<file path="src/rtl/zcash_fpga_cmd_parser.sv">
// Host command parser: decodes message headers, fires local request pulses, routes verify commands
// to an engine and drops everything else. Optional feature macro: ZCASH_CMD_LEN_CHECK_EN.
module zcash_fpga_cmd_parser #(
    parameter bit ENB_EQUIHASH  = 1'b0,
    parameter bit ENB_SECP256K1 = 1'b1,
    parameter int MAX_LEN       = 2048
) (
    input  logic        i_clk,
    input  logic        i_rst,
    input  logic [63:0] i_rx_dat,
    input  logic        i_rx_val,
    input  logic        i_rx_sop,
    input  logic        i_rx_eop,
    output logic        o_rx_rdy,
    output logic [63:0] o_eng_dat,
    output logic        o_eng_val,
    output logic        o_eng_sop,
    output logic        o_eng_eop,
    output logic        o_eng_sel,
    input  logic        i_eng_rdy,
    output logic        o_reset_req,
    output logic        o_status_req,
    output logic [63:0] o_ign_hdr,
    output logic        o_ign_val,
    input  logic        i_ign_rdy,
    output logic [2:0]  o_state,
    output logic        o_error
);

    typedef enum logic [2:0] {
        IDLE  = 3'd0,
        FWD   = 3'd1,
        DROP  = 3'd2,
        IGN   = 3'd3,
        LOCAL = 3'd4
    } state_t;

    localparam logic [31:0] CMD_RESET_FPGA  = 32'h0000_0000;
    localparam logic [31:0] CMD_FPGA_STATUS = 32'h0000_0001;
    localparam logic [31:0] CMD_VERIFY_EQUI = 32'h0000_0100;
    localparam logic [31:0] CMD_VERIFY_SECP = 32'h0000_0101;

    state_t      state_q, state_d;
    logic        sel_q, sel_d;
    logic [63:0] ignHdr_q, ignHdr_d;
    logic        error_q, error_d;
    logic        resetReq_q, resetReq_d;
    logic        statusReq_q, statusReq_d;
    logic        silent_q, silent_d;

    logic [31:0] hdrCmd;
    logic [31:0] hdrLen;
    logic        isLocal;
    logic        isEqui;
    logic        isSecp;
    logic        isVerify;
    logic        lenOk;
    logic        routedHdr;

    logic        rxRdy;
    logic        fwdPath;
    logic        engVal;
    logic        engSop;
    logic        engEop;
    logic        engSel;

`ifdef ZCASH_CMD_LEN_CHECK_EN
    logic [8:0]  cnt_q, cnt_d;
    logic [8:0]  hdrWords;
    assign hdrWords = 9'((hdrLen + 32'd7) >> 3);
`endif

    // Header decode is evaluated on every word; it only matters when a sop word is seen in IDLE.
    assign hdrCmd    = i_rx_dat[63:32];
    assign hdrLen    = i_rx_dat[31:0];
    assign isLocal   = (hdrCmd == CMD_RESET_FPGA) || (hdrCmd == CMD_FPGA_STATUS);
    assign isEqui    = ENB_EQUIHASH  && (hdrCmd == CMD_VERIFY_EQUI);
    assign isSecp    = ENB_SECP256K1 && (hdrCmd == CMD_VERIFY_SECP);
    assign isVerify  = isEqui || isSecp;
    assign lenOk     = (hdrLen >= 32'd8) && (hdrLen <= 32'(MAX_LEN));
    assign routedHdr = i_rx_sop && isVerify && lenOk;

    always_ff @(posedge i_clk) begin
        if (i_rst) begin
            state_q     <= IDLE;
            sel_q       <= 1'b0;
            ignHdr_q    <= '0;
            error_q     <= 1'b0;
            resetReq_q  <= 1'b0;
            statusReq_q <= 1'b0;
            silent_q    <= 1'b0;
`ifdef ZCASH_CMD_LEN_CHECK_EN
            cnt_q       <= '0;
`endif
        end else begin
            state_q     <= state_d;
            sel_q       <= sel_d;
            ignHdr_q    <= ignHdr_d;
            error_q     <= error_d;
            resetReq_q  <= resetReq_d;
            statusReq_q <= statusReq_d;
            silent_q    <= silent_d;
`ifdef ZCASH_CMD_LEN_CHECK_EN
            cnt_q       <= cnt_d;
`endif
        end
    end

    always_comb begin
        state_d     = state_q;
        sel_d       = sel_q;
        ignHdr_d    = ignHdr_q;
        error_d     = error_q;
        resetReq_d  = 1'b0;
        statusReq_d = 1'b0;
        silent_d    = silent_q;
        rxRdy       = 1'b0;
        fwdPath     = 1'b0;
        engVal      = 1'b0;
        engSop      = 1'b0;
        engEop      = 1'b0;
        engSel      = sel_q;
`ifdef ZCASH_CMD_LEN_CHECK_EN
        cnt_d       = cnt_q;
`endif
        case (state_q)
            IDLE: begin
                rxRdy = 1'b1;
                // Routed headers go straight through in the same cycle, qualified by engine ready.
                if (routedHdr) begin
                    fwdPath = 1'b1;
                    engSel  = isSecp;
                    engVal  = i_rx_val && i_eng_rdy;
                    engSop  = 1'b1;
                    engEop  = i_rx_eop;
`ifdef ZCASH_CMD_LEN_CHECK_EN
                    engEop  = i_rx_eop || (hdrWords == 9'd1);
`endif
                end
                if (i_rx_val) begin
                    if (!i_rx_sop) begin
                        error_d = 1'b1;
                    end else if (isLocal) begin
                        resetReq_d  = (hdrCmd == CMD_RESET_FPGA);
                        statusReq_d = (hdrCmd == CMD_FPGA_STATUS);
                        if (!i_rx_eop) begin
                            state_d = LOCAL;
                        end
                    end else if (routedHdr) begin
                        sel_d = isSecp;
`ifdef ZCASH_CMD_LEN_CHECK_EN
                        cnt_d = hdrWords - 9'd1;
                        if (i_rx_eop && (hdrWords != 9'd1)) begin
                            error_d = 1'b1;
                        end
                        if (i_rx_eop) begin
                            state_d = IDLE;
                        end else if (hdrWords == 9'd1) begin
                            error_d  = 1'b1;
                            silent_d = 1'b1;
                            state_d  = DROP;
                        end else begin
                            state_d = FWD;
                        end
`else
                        if (!i_rx_eop) begin
                            state_d = FWD;
                        end
`endif
                    end else begin
                        ignHdr_d = i_rx_dat;
                        silent_d = 1'b0;
                        state_d  = i_rx_eop ? IGN : DROP;
                        if (isVerify && !lenOk) begin
                            error_d = 1'b1;
                        end
                    end
                end
            end

            FWD: begin
                rxRdy   = i_eng_rdy;
                fwdPath = 1'b1;
                engVal  = i_rx_val;
                // A stray sop closes the current message rather than starting a new one.
                engEop  = i_rx_eop || i_rx_sop;
`ifdef ZCASH_CMD_LEN_CHECK_EN
                engEop  = i_rx_eop || i_rx_sop || (cnt_q == 9'd1);
`endif
                if (i_rx_val && i_eng_rdy) begin
                    if (i_rx_sop) begin
                        error_d = 1'b1;
                    end
`ifdef ZCASH_CMD_LEN_CHECK_EN
                    cnt_d = cnt_q - 9'd1;
                    if (i_rx_eop && (cnt_q != 9'd1)) begin
                        error_d = 1'b1;
                    end
`endif
                    if (i_rx_eop || i_rx_sop) begin
                        state_d = IDLE;
`ifdef ZCASH_CMD_LEN_CHECK_EN
                    end else if (cnt_q == 9'd1) begin
                        error_d  = 1'b1;
                        silent_d = 1'b1;
                        state_d  = DROP;
`endif
                    end
                end
            end

            DROP: begin
                rxRdy = 1'b1;
                if (i_rx_val && i_rx_eop) begin
                    state_d  = silent_q ? IDLE : IGN;
                    silent_d = 1'b0;
                end
            end

            IGN: begin
                rxRdy = 1'b0;
                if (i_ign_rdy) begin
                    state_d = IDLE;
                end
            end

            LOCAL: begin
                rxRdy = 1'b1;
                if (i_rx_val && i_rx_eop) begin
                    state_d = IDLE;
                end
            end

            default: begin
                state_d = IDLE;
            end
        endcase
    end

    // Combinational outputs are forced low while reset is held so the ports read all-zero.
    assign o_rx_rdy     = rxRdy && !i_rst;
    assign o_eng_dat    = (fwdPath && !i_rst) ? i_rx_dat : '0;
    assign o_eng_val    = engVal && !i_rst;
    assign o_eng_sop    = engSop && engVal && !i_rst;
    assign o_eng_eop    = engEop && engVal && !i_rst;
    assign o_eng_sel    = engSel && !i_rst;
    assign o_reset_req  = resetReq_q;
    assign o_status_req = statusReq_q;
    assign o_ign_hdr    = ignHdr_q;
    assign o_ign_val    = (state_q == IGN);
    assign o_state      = state_q;
    assign o_error      = error_q;

endmodule

</file>
<file path="config.mk">
export PLATFORM = sky130hd
export DESIGN_NAME = zcash_fpga_cmd_parser
export DESIGN_NICKNAME = d
export VERILOG_FILES = /design/src/rtl/zcash_fpga_cmd_parser.sv
export SDC_FILE = /design/constraint.sdc
export NUM_CORES = 1
export LEC_CHECK = 0
export CAP_MARGIN = 20
export CELL_PAD_IN_SITES_DETAIL_PLACEMENT = 2
export CELL_PAD_IN_SITES_GLOBAL_PLACEMENT = 2
export CORE_UTILIZATION = 24
export DETAILED_ROUTE_END_ITERATION = 16
export HOLD_SLACK_MARGIN = 0.1
export PLACE_DENSITY = 0.85
export SETUP_SLACK_MARGIN = 0.05
export SYNTH_ARGS = -nofsm -noshare
export SYNTH_HDL_FRONTEND = slang
export SYNTH_SLANG_ARGS = --single-unit
</file>
<file path="constraint.sdc">
create_clock -name i_clk -period 6.61 [get_ports i_clk]
set_input_delay 1.322 -clock i_clk [delete_from_list [all_inputs] [get_ports i_clk]]
set_output_delay 1.322 -clock i_clk [all_outputs]
set_load 0.05 [all_outputs]
</file>
==> results.cfg <==
[setup_path]
cp_max_fo = 18
start_kind = input port
cp-end-kind = output port
r2r-end = o_ign_hdr[38]
cp_data_required_time_ns = 5.29
rr_worst_depth = 6
worstSetupPathType = in2out
cp.arrival_ns = 4.74
r2r_start = o_state[1]
ff2ff_setup_slack_ns = 4.14

[power_and_ir_drop]
p_per_area_nw_per_um2 = 198
p_leak_nw = 2.34
vdd_drop_max_mv = 0.130

[route]
wirelength_microns = 17200
wl_per_cell_microns = 19.7
dr.pass1.iters = 4
drc = 0
vias = 4199
drt_iter0_markers = 120
vias_per_cell = 4.79
ant_nets = 0

[timing]
relSlewSlack_pct = 31.0
fin_crit_sh_pct = 91.8
setup_tns_ns = 0
finalSetupViolations = 0
worstMarginPinSlew_ns = 1.04
rsz0062_at_grt = no
skew_ns = 0.00541
timing.hold.ws_ns = 0.463
worst_slack_ns = 0.545
max_freq_ghz = 0.165
finalCriticalPeriod_ns = 6.07
slew_viol_final = 0
hold_viol = 0

[clock_network]
clkTransAtPathRegs_ns = 0.06
ctsHoldBuffers = 0
htreeDepth = 3
cts_root_buf = clkbuf_16
numCtsBuffers = 9
clk_latency_ns = 0.34
cts_setup_buffers = 0
clkSinkCount = 71
cts_buffer_depth = 2
cts_tree = done

[final_layout]
utilization_pct = 39.4
seqCellArea_sq_um = 1420
diodes = 0
nFillCells = 1805
fin_nets = 723
final_cells = 877
area_growth_pct = 59.9
drive_gt1_share_pct = 18.6
multi_input_area_sq_um = 2450

[yosys]
synthArstFlopShare_pct = 0
synth_ff_type = dfxtp_1
netlist_area_sq_um = 4100
ys_seq_elements = 71
mappedNetlistNets = 531
synth_seq_area_share_pct = 34.6
synth_cell_type_count = 42
synth_edf_count = 0
syn_avg_cell_area_sq_um = 8.92
netlist_instances = 460
ys_warn_count = 0

[die]
core_region_area_sq_um = 16600
ioPinCount = 211
die_y_microns = 133
die_w_microns = 133
rows = 47
die_area_sq_um = 17600
start_util_pct = 24.7

[global_route]
grt_pass1_vias = 4709
grt_pass1_wl_microns = 27200
antenna_found_initial = 0
grt_use_total_pct = 20.0
grt_start_max_net_pins = 76
overflow = 0

[min_path]
holdCritStartpoint = o_ign_hdr[45]
hold_class = reg2reg
worstHoldPathCells = 2
holdPathEnd = o_ign_hdr[45]

[place]
place_hpwl_microns = 13200
pre_cts_ws_ns = 0.246
finalWeightedCongestion = 0.822
dp_cells = 861
port_buffers = 210

[run]
drv_cap = 0

[run_status]
outcome = finished, final reports clean
-- worst max-delay path: stages --
cell             delay, ns
clkdlybuf4s50_1       0.48
nor4_1                0.45
nand4_1               0.39
nor3_2                0.48
a21oi_4               0.28
buf_16                0.25
nor3b_1               0.23
clkdlybuf4s50_1       0.85
-- synthesized netlist by cell type (all sizes together), types with 2 or more instances --
| cell | n | area share (%) |
|---|---|---|
| nand2 | 134 | 12 |
| dfxtp | 71 | 35 |
| nor3b | 64 | 17 |
| mux2i | 63 | 15 |
| clkbuf | 25 | 2.3 |
| buf | 14 | 3.7 |
| nor4 | 12 | 1.8 |
| nor2 | 11 | 1.0 |
| a21oi | 8 | 0.98 |
| nor3 | 8 | 1.5 |
| nand3 | 5 | 0.61 |
| inv | 3 | 0.27 |
| nand4 | 3 | 0.46 |
| nor2b | 3 | 0.46 |
| o21ai | 3 | 0.37 |
| o31ai | 3 | 0.55 |
| a21o | 2 | 0.37 |
| and2 | 2 | 0.30 |
| and3 | 2 | 0.30 |
| and4 | 2 | 0.43 |
| nand2b | 2 | 0.30 |
| o2111a | 2 | 0.55 |
| o211ai | 2 | 0.37 |
| o2bb2ai | 2 | 0.43 |
-- state kept, by name, indices dropped and copies added (netlist names) --
| register | flops |
|---|---|
| sel_q | 1 |
| o_state | 3 |
| o_reset_req | 1 |
| o_ign_hdr | 64 |
| o_error | 1 |
| o_status_req | 1 |
-- cells in the final DEF (no fill, tap or decap), types with 3 or more instances in the layout --
| cell | Yosys | final |
|---|---|---|
| buf_4 | 0 | 47 |
| nor2b_1 | 3 | 3 |
| mux2i_1 | 63 | 63 |
| nand3_1 | 5 | 5 |
| nor3_2 | 2 | 3 |
| clkinv_2 | 0 | 3 |
| o21ai_0 | 3 | 3 |
| inv_1 | 3 | 3 |
| dfxtp_1 | 71 | 71 |
| nor4_1 | 12 | 12 |
| nor3b_2 | 47 | 47 |
| nand2_1 | 134 | 133 |
| nor2_1 | 11 | 11 |
| nor3_1 | 5 | 4 |
| o31ai_1 | 3 | 3 |
| clkbuf_16 | 0 | 9 |
| a21oi_1 | 8 | 7 |
| clkdlybuf4s50_1 | 0 | 172 |
| nor3b_1 | 17 | 17 |
| nand4_1 | 3 | 3 |
-- timing repair --
item,in CTS,in global routing
endpoints found under the setup margin,0,1
resized for setup,0,1
endpoints found under the hold margin,0,0
-- final cells by class --
cell class,instances,area share [%]
tap,220,4.20
multi-input combinational,346,37.4
sequential,71,21.7
inverter,4,0.267
timing repair buffer,220,32.0
clock inverter,6,0.934
clock buffer,10,3.49
-- power breakdown --
group	internal, mW	total [mW]	leakage, nW	switching, mW
sequential	0.452	0.468	0.580	0.0157
clock	0.291	0.485	0.142	0.194
combinational	0.127	0.344	1.62	0.216
total	0.871	1.30	2.34	0.426
-- per-stage QoR --
stage	power, mW	instance area [sq um]
2_1_floorplan	0.681	4100
3_3_place_gp	0.811	6240
3_5_place_dp	0.824	6270
4_1_cts	1.32	6560
5_1_grt	1.35	6560
6_report	1.30	6560
-- how the worst max path moves through the flow --
stage / start / to / slack [ns]
3_5_place_dp: i_rx_dat[45] / o_eng_dat[54] / 0.25
6_report: i_rx_dat[45] / o_eng_dat[58] / 0.54
3_3_place_gp: i_rx_dat[50] / o_eng_dat[54] / 0.50
4_1_cts: i_rx_dat[45] / o_eng_dat[54] / 0.25
2_1_floorplan: i_rx_dat[19] / o_eng_dat[28] / 1.60
5_1_grt: i_rx_dat[45] / o_eng_dat[52] / 0.30
-- cells by family after synthesis --
family / after synthesis / share of synthesized area [%]
AND/OR/NAND/NOR: 252 / 37.8
flip-flops: 71 / 34.6
multiplexers: 63 / 15.4
buffers and inverters: 43 / 6.34
AO/OA/AOI/OAI: 31 / 5.85
-- layer usage --
layer | vias to the layer above | share of wire [%] | wire (microns) | GRT usage [%]
met1 | 2082 | 41 | 6990 | 22.5
met4 | 0 | 1.9 | 329 | 6.77
met3 | 24 | 3.8 | 650 | 3.64
met2 | 121 | 54 | 9280 | 37.5
met5 | - | 0 | 0 | 0
li1 | 1972 | - | - | -
(Power assumes the default switching activity.)
